### src/rtl/gtfmac_vnc_xfer_pkg.sv
// gtfmac_vnc_xfer_pkg: shared state type, default widths and saturating add
// for the event-crossing toggle req/ack source endpoint.
package gtfmac_vnc_xfer_pkg;
    typedef enum logic [1:0] {IDLE, WAIT, GAP} xfer_state_t;

    localparam int DEF_CNT_W   = 16;
    localparam int DEF_GAP_CYC = 2;
    localparam int DEF_TO_CYC  = 1024;

    // Returns {saturated, value}; value is clamped to 2^w-1 (w <= 32).
    function automatic logic [32:0] sat_add(input logic [31:0] acc, input logic inc,
                                            input int unsigned w = DEF_CNT_W);
        logic [32:0] s;
        logic [32:0] mx;
        s  = {1'b0, acc} + {32'd0, inc};
        mx = (33'd1 << w) - 33'd1;
        return (s > mx) ? ({1'b1, 32'd0} | mx) : s;
    endfunction
endpackage

### src/rtl/gtfmac_vnc_syncer_level.sv
// gtfmac_vnc_syncer_level: two-flop level synchronizer, clears to 0 on reset.
module gtfmac_vnc_syncer_level (
    input  logic clk,
    input  logic reset,
    input  logic d_i,
    output logic q_o
);
    logic [1:0] sync_q;

    always_ff @(posedge clk or negedge reset) begin
        if (!reset) sync_q <= '0;
        else        sync_q <= {sync_q[0], d_i};
    end

    assign q_o = sync_q[1];
endmodule

### src/rtl/gtfmac_vnc_event_xfer_tx.sv
// gtfmac_vnc_event_xfer_tx: lossless event-count source for a toggle req/ack crossing.
// Define GTFMAC_VNC_EVENT_XFER_ACK_SYNC_EN to pass ack_toggle_in through a 2-flop synchronizer.
module gtfmac_vnc_event_xfer_tx
    import gtfmac_vnc_xfer_pkg::*;
#(
    parameter int CNT_W   = DEF_CNT_W,
    parameter int GAP_CYC = DEF_GAP_CYC,
    parameter int TO_CYC  = DEF_TO_CYC
) (
    input  logic             clk,
    input  logic             reset,
    input  logic             event_in,
    input  logic             ack_toggle_in,
    input  logic             ovf_clr,
    output logic             req_toggle,
    output logic [CNT_W-1:0] bundle_cnt,
    output logic             busy,
    output logic [CNT_W-1:0] accum_cnt,
    output logic             ovf_sticky,
    output logic             timeout_sticky
);
    localparam int TO_W  = (TO_CYC > 0) ? $clog2(TO_CYC + 1) : 1;
    localparam int GAP_W = (GAP_CYC > 1) ? $clog2(GAP_CYC) : 1;
    localparam logic [TO_W-1:0]  TO_MAX = TO_W'(TO_CYC);
    localparam logic [GAP_W-1:0] GAP_LD = GAP_W'((GAP_CYC > 0) ? GAP_CYC - 1 : 0);

    xfer_state_t      state_q, state_d;
    logic             req_q, req_d;
    logic [CNT_W-1:0] bundle_q, bundle_d;
    logic [CNT_W-1:0] accum_q, accum_d;
    logic             ovf_q, ovf_d;
    logic             to_flag_q, to_flag_d;
    logic [TO_W-1:0]  to_cnt_q, to_cnt_d;
    logic [GAP_W-1:0] gap_q, gap_d;
    logic             busy_q, busy_d;
    logic             ack_v;
    logic [32:0]      sa;
    logic [CNT_W-1:0] sum;
    logic             sat;
    logic             unused_sa;

`ifdef GTFMAC_VNC_EVENT_XFER_ACK_SYNC_EN
    gtfmac_vnc_syncer_level u_ack_sync (
        .clk   (clk),
        .reset (reset),
        .d_i   (ack_toggle_in),
        .q_o   (ack_v)
    );
`else
    assign ack_v = ack_toggle_in;
`endif

    assign sa        = sat_add(32'(accum_q), event_in, CNT_W);
    assign sat       = sa[32];
    assign sum       = sa[CNT_W-1:0];
    assign unused_sa = ^(sa[31:0] >> CNT_W);

    always_comb begin
        state_d   = state_q;
        req_d     = req_q;
        bundle_d  = bundle_q;
        accum_d   = sum;
        gap_d     = gap_q;
        to_cnt_d  = to_cnt_q;
        to_flag_d = to_flag_q;
        ovf_d     = sat | (ovf_q & ~ovf_clr);
        unique case (state_q)
            IDLE: if (sum != '0) begin
                bundle_d = sum;
                accum_d  = '0;
                req_d    = ~req_q;
                to_cnt_d = '0;
                state_d  = WAIT;
            end
            WAIT: begin
                if (TO_CYC != 0 && to_cnt_q != TO_MAX) begin
                    to_cnt_d  = to_cnt_q + TO_W'(1);
                    to_flag_d = to_flag_q | (to_cnt_d == TO_MAX);
                end
                if (ack_v == req_q) begin
                    state_d = (GAP_CYC == 0) ? IDLE : GAP;
                    gap_d   = GAP_LD;
                end
            end
            GAP: begin
                state_d = (gap_q == '0) ? IDLE : GAP;
                gap_d   = gap_q - GAP_W'(1);
            end
            default: state_d = IDLE;
        endcase
        busy_d = (state_d != IDLE);
    end

    always_ff @(posedge clk or negedge reset) begin
        if (!reset) begin
            state_q   <= IDLE;
            req_q     <= 1'b0;
            bundle_q  <= '0;
            accum_q   <= '0;
            ovf_q     <= 1'b0;
            to_flag_q <= 1'b0;
            to_cnt_q  <= '0;
            gap_q     <= '0;
            busy_q    <= 1'b0;
        end else begin
            state_q   <= state_d;
            req_q     <= req_d;
            bundle_q  <= bundle_d;
            accum_q   <= accum_d;
            ovf_q     <= ovf_d;
            to_flag_q <= to_flag_d;
            to_cnt_q  <= to_cnt_d;
            gap_q     <= gap_d;
            busy_q    <= busy_d;
        end
    end

    assign req_toggle     = req_q;
    assign bundle_cnt     = bundle_q;
    assign busy           = busy_q;
    assign accum_cnt      = accum_q;
    assign ovf_sticky     = ovf_q;
    assign timeout_sticky = to_flag_q;
endmodule

### config.mk
export PLATFORM = sky130hd
export DESIGN_NAME = gtfmac_vnc_event_xfer_tx
export DESIGN_NICKNAME = d
export VERILOG_FILES = /design/src/rtl/gtfmac_vnc_xfer_pkg.sv /design/src/rtl/gtfmac_vnc_syncer_level.sv /design/src/rtl/gtfmac_vnc_event_xfer_tx.sv
export SDC_FILE = /design/constraint.sdc
export NUM_CORES = 1
export LEC_CHECK = 0
export ABC_CLOCK_PERIOD_IN_PS = 2900
export CORE_MARGIN = 10
export CORE_UTILIZATION = 45
export DETAILED_ROUTE_END_ITERATION = 10
export PLACE_DENSITY_LB_ADDON = 0.25
export SYNTH_ARGS = -nofsm -noshare
export SYNTH_HDL_FRONTEND = slang
export SYNTH_SLANG_ARGS = --single-unit
### constraint.sdc
create_clock -name clk -period 2.9 [get_ports clk]
set_input_delay 0.725 -clock clk [delete_from_list [all_inputs] [get_ports clk]]
set_output_delay 0.725 -clock clk [all_outputs]
set_load 0.005 [all_outputs]
==> key figures <==
Final layout
  – Commonest non-fill, non-tap cell in the layout: dfrtp_1
  – Total Nets Final: between 300 and 400
  – Most frequent cells in the layout: 50 x dfrtp_1, 38 x clkdlybuf4s50_1, 31 x buf_4
  – # diodes: 0
  – Share of layout cells above drive strength 1: 0.206
  – Filler instances: between 400 and 500
  – Layout Cells excl Fill: between 400 and 500
  – Area growth syn-to-layout: 30.6%

STA
  – Period minus WS final: around 2800 ps
  – Worst Skew: around 6.7 ps
  – Count of final setup violators: 0
  – Measured slew at the worst slew-check pin: approximately 880 ps
  – Fmax: approximately 350 MHz
  – Fin. max-slew vios: 0
  – Hold Fails Final Rpt: 0
  – Final setup TNS: 0 ps
  – Relative slew margins: 0.410
  – Unrepaired setup endpoints after global routing: false
  – Tcrit/Tclk final: 0.975

Route
  – Via density: around 5.5
  – Routed WL per cell: about 15 um
  – Drt first-iter violations: between 200 and 250
  – DRC: 0
  – DR vias: about 2400
  – Antenna-violating nets left: 0
  – Detailed Route WL: 6720 um
  – Pre-antenna DRT Iters: 4

Clock network
  – CTS tree: done
  – Skew-Pair Late Insertion Delay: approximately 300 ps
  – Root buffer cell: clkbuf_8
  – CTS max path bufs: 2
  – # H-tree levels: 2
  – CTS clk-pin slew, worst paths: around 90 ps
  – Inserted Clock Buffers: 5
  – CTS Sinks: 50

Synthesis
  – Flops & latches, synth: 50
  – Main synth FF type: dfrtp_1
  – Post-synthesis cell count: 294
  – Yosys warning count: 0
  – Mapped Avg Cell Area: 9.59 um^2
  – Fraction of registers with async set/reset: 1.00
  – Cell area after synthesis: 0.00282 mm^2
  – Synth Net Count: 303
  – Number of synthesized flops with an enable pin: 0
  – Seq/Total Area, Yosys: 0.444
  – Synth cell types: approximately 50

Pwr
  – Flop pwr share: 0.375
  – Net Sw Frac: 0.365
  – Net Sw Power: about 940 uW
  – Comb pwr share: 0.476
  – Pwr Density: 702 mW/mm^2
  – Peak supply drop: 0.556 mV
  – Leakage: about 0.0017 uW
  – Power share of the clock group: 0.150
  – Pint: approximately 1600 uW

Min path
  – Worst min path class: in -> async

Worst setup path
  – Setup CP Type: in -> reg
  – Highest cell delay on the worst timing path: roughly 300 ps
  – CP max-delay cell: or2_2
  – Crit end category: register
  – CP cell instances: dlygate4sd2_1, ha_2, and4_4, nand4_4, buf_4, or2_2, a32oi_4, a31oi_4, buf_6, buf_12, mux2_4
  – RR Startpoint: accum_cnt[6]$_DFF_PN0_
  – CP Launch Type: primary input
  – Crit. Startpoint: event_in
  – Max FO, Critical Path: 6
  – Crit path required time: just over 3000 ps
  – Crit path DAT: slightly above 3000 ps

Die
  – # rows: 28
  – DIE HEIGHT: a little under 100 um
  – Die X: 99.2 um
  – Core area: 0.00599 mm^2
  – IO Count: 41
  – Die Area: 0.00983 mm^2
  – Initial core utilization: 0.471

Placed design
  – # port buffers: 40
  – DP HPWL: about 4800 um
  – Placed insts: 420
  – Routability congestion estimate from global placement: 0.909

Global route
  – Initial antenna violation count: 0
  – Largest net degree at the start of global routing: 24
  – Number of global-route vias before repair: 2320
  – GR Util All Layers: 0.135
  – Grt ovf: 0
  – First-pass GRT wire length: 11300 um

Run status
  – Outcome: complete, no violations

Run
  – Max-cap viol count: 0
-- timing repair --
action | in CTS | in global routing
hold buffers | 0 | 0
cloned | 2 | 0
setup buffers | 4 | 2
setup endpoints to repair | 32 | 19
pin swaps | 6 | 3
gates resized for setup | 9 | 10
-- cell families (layout without fill, tap and decap cells) --
group / Yosys count / count (layout) / synth area share
xor gates and xnor gates: 14 / 14 / 0.0435
AOI/OAI and AO/OA: 62 / 62 / 0.153
and+or+nand+nor: 112 / 112 / 0.201
buffers and inverters: 34 / 100 / 0.0599
muxes: 18 / 18 / 0.0807
DFF: 50 / 50 / 0.444
adders and majority gates: 4 / 4 / 0.0177
-- layer usage --
metal  global-route usage  part of all wire  up-vias
met2                0.199              0.44       61
met4               0.0375             0.013        0
li1                     -                 -     1177
met5                    0                 0        -
met3               0.0484             0.068       10
met1                0.181              0.48     1145
-- stage by stage --
stage | hold WS (ps) | area [um^2] | util | power (uW) | setup WS (ps)
2_1_floorplan | 429 | 2820 | - | 1620 | 12.8
3_3_place_gp | 451 | 3430 | 0.573 | 1930 | -387
3_5_place_dp | 455 | 3430 | 0.573 | 1960 | -452
4_1_cts | 294 | 3620 | 0.604 | 2580 | 28.9
5_1_grt | 302 | 3680 | 0.615 | 2760 | 15.6
6_report | 289 | 3680 | 0.615 | 2590 | 71.9
-- power by group through the flow --
stage	Combinational [uW]	Sequential [uW]	Clock, uW
final	1230	968	388
after floorplan	703	913	0
after global placement	963	970	0
after global routing	1350	995	420
after detailed placement	983	974	0
after CTS	1220	963	393
-- worst paths after layout --
| path | end | slack (ps) | cells after the start |
|---|---|---|---|
| worst max register to register | bundle_cnt[7]$_DFFE_PN0P_ | 230 | 9 |
| worst min-delay path | bundle_cnt[0]$_DFFE_PN0P_ | 290 | 1 |
| worst max-delay path | bundle_cnt[7]$_DFFE_PN0P_ | 70 | 11 |
| min in group clk | timeout_sticky$_DFFE_PN0P_ | 470 | 1 |
| worst min register to register | timeout_sticky$_DFFE_PN0P_ | 470 | 1 |
| max in group asynchronous | accum_cnt[8]$_DFF_PN0_ | 2020 | 2 |
-- area by class of cell --
type	count	area (um^2)	share of cell area
inverter	16	60.1	0.0163
clock buffer	5	68.8	0.0187
sequential	50	1250	0.340
timing repair buffer	77	744	0.202
clock inverter	2	10.0	0.00272
multi-input combinational	210	1460	0.395
tap	75	93.8	0.0255
-- critical path: cells and delay by family --
| family | cells | cell delay [ps] |
|---|---|---|
| AOI/OAI and AO/OA | 2 | 460 |
| and+or+nand+nor | 3 | 660 |
| buffers and inverters | 4 | 690 |
| muxes | 1 | 290 |
| adders and majority gates | 1 | 180 |
-- cell usage after synthesis (7+ instances only) --
cell type  number  area [um^2]
a21oi_1        22          110
clkbuf_1        8         30.0
dfrtp_1        50         1250
inv_1          16         60.1
mux2_4          9          135
mux2i_1         7         70.1
nand2_1        27          101
nand3_1        17         85.1
nor2_1         28          105
nor3_1         10         50.1
o21ai_0         9         45.0
xor2_1          8         70.1
-- state kept, by name, summed over array words and instances, names as in the netlist --
register / cells
state_q: 2
bundle_cnt: 16
ovf_sticky: 1
timeout_sticky: 1
to_cnt_q: 11
accum_cnt: 16
req_toggle: 1
busy: 1
gap_q: 1
Power figures use the tool's default switching activity.
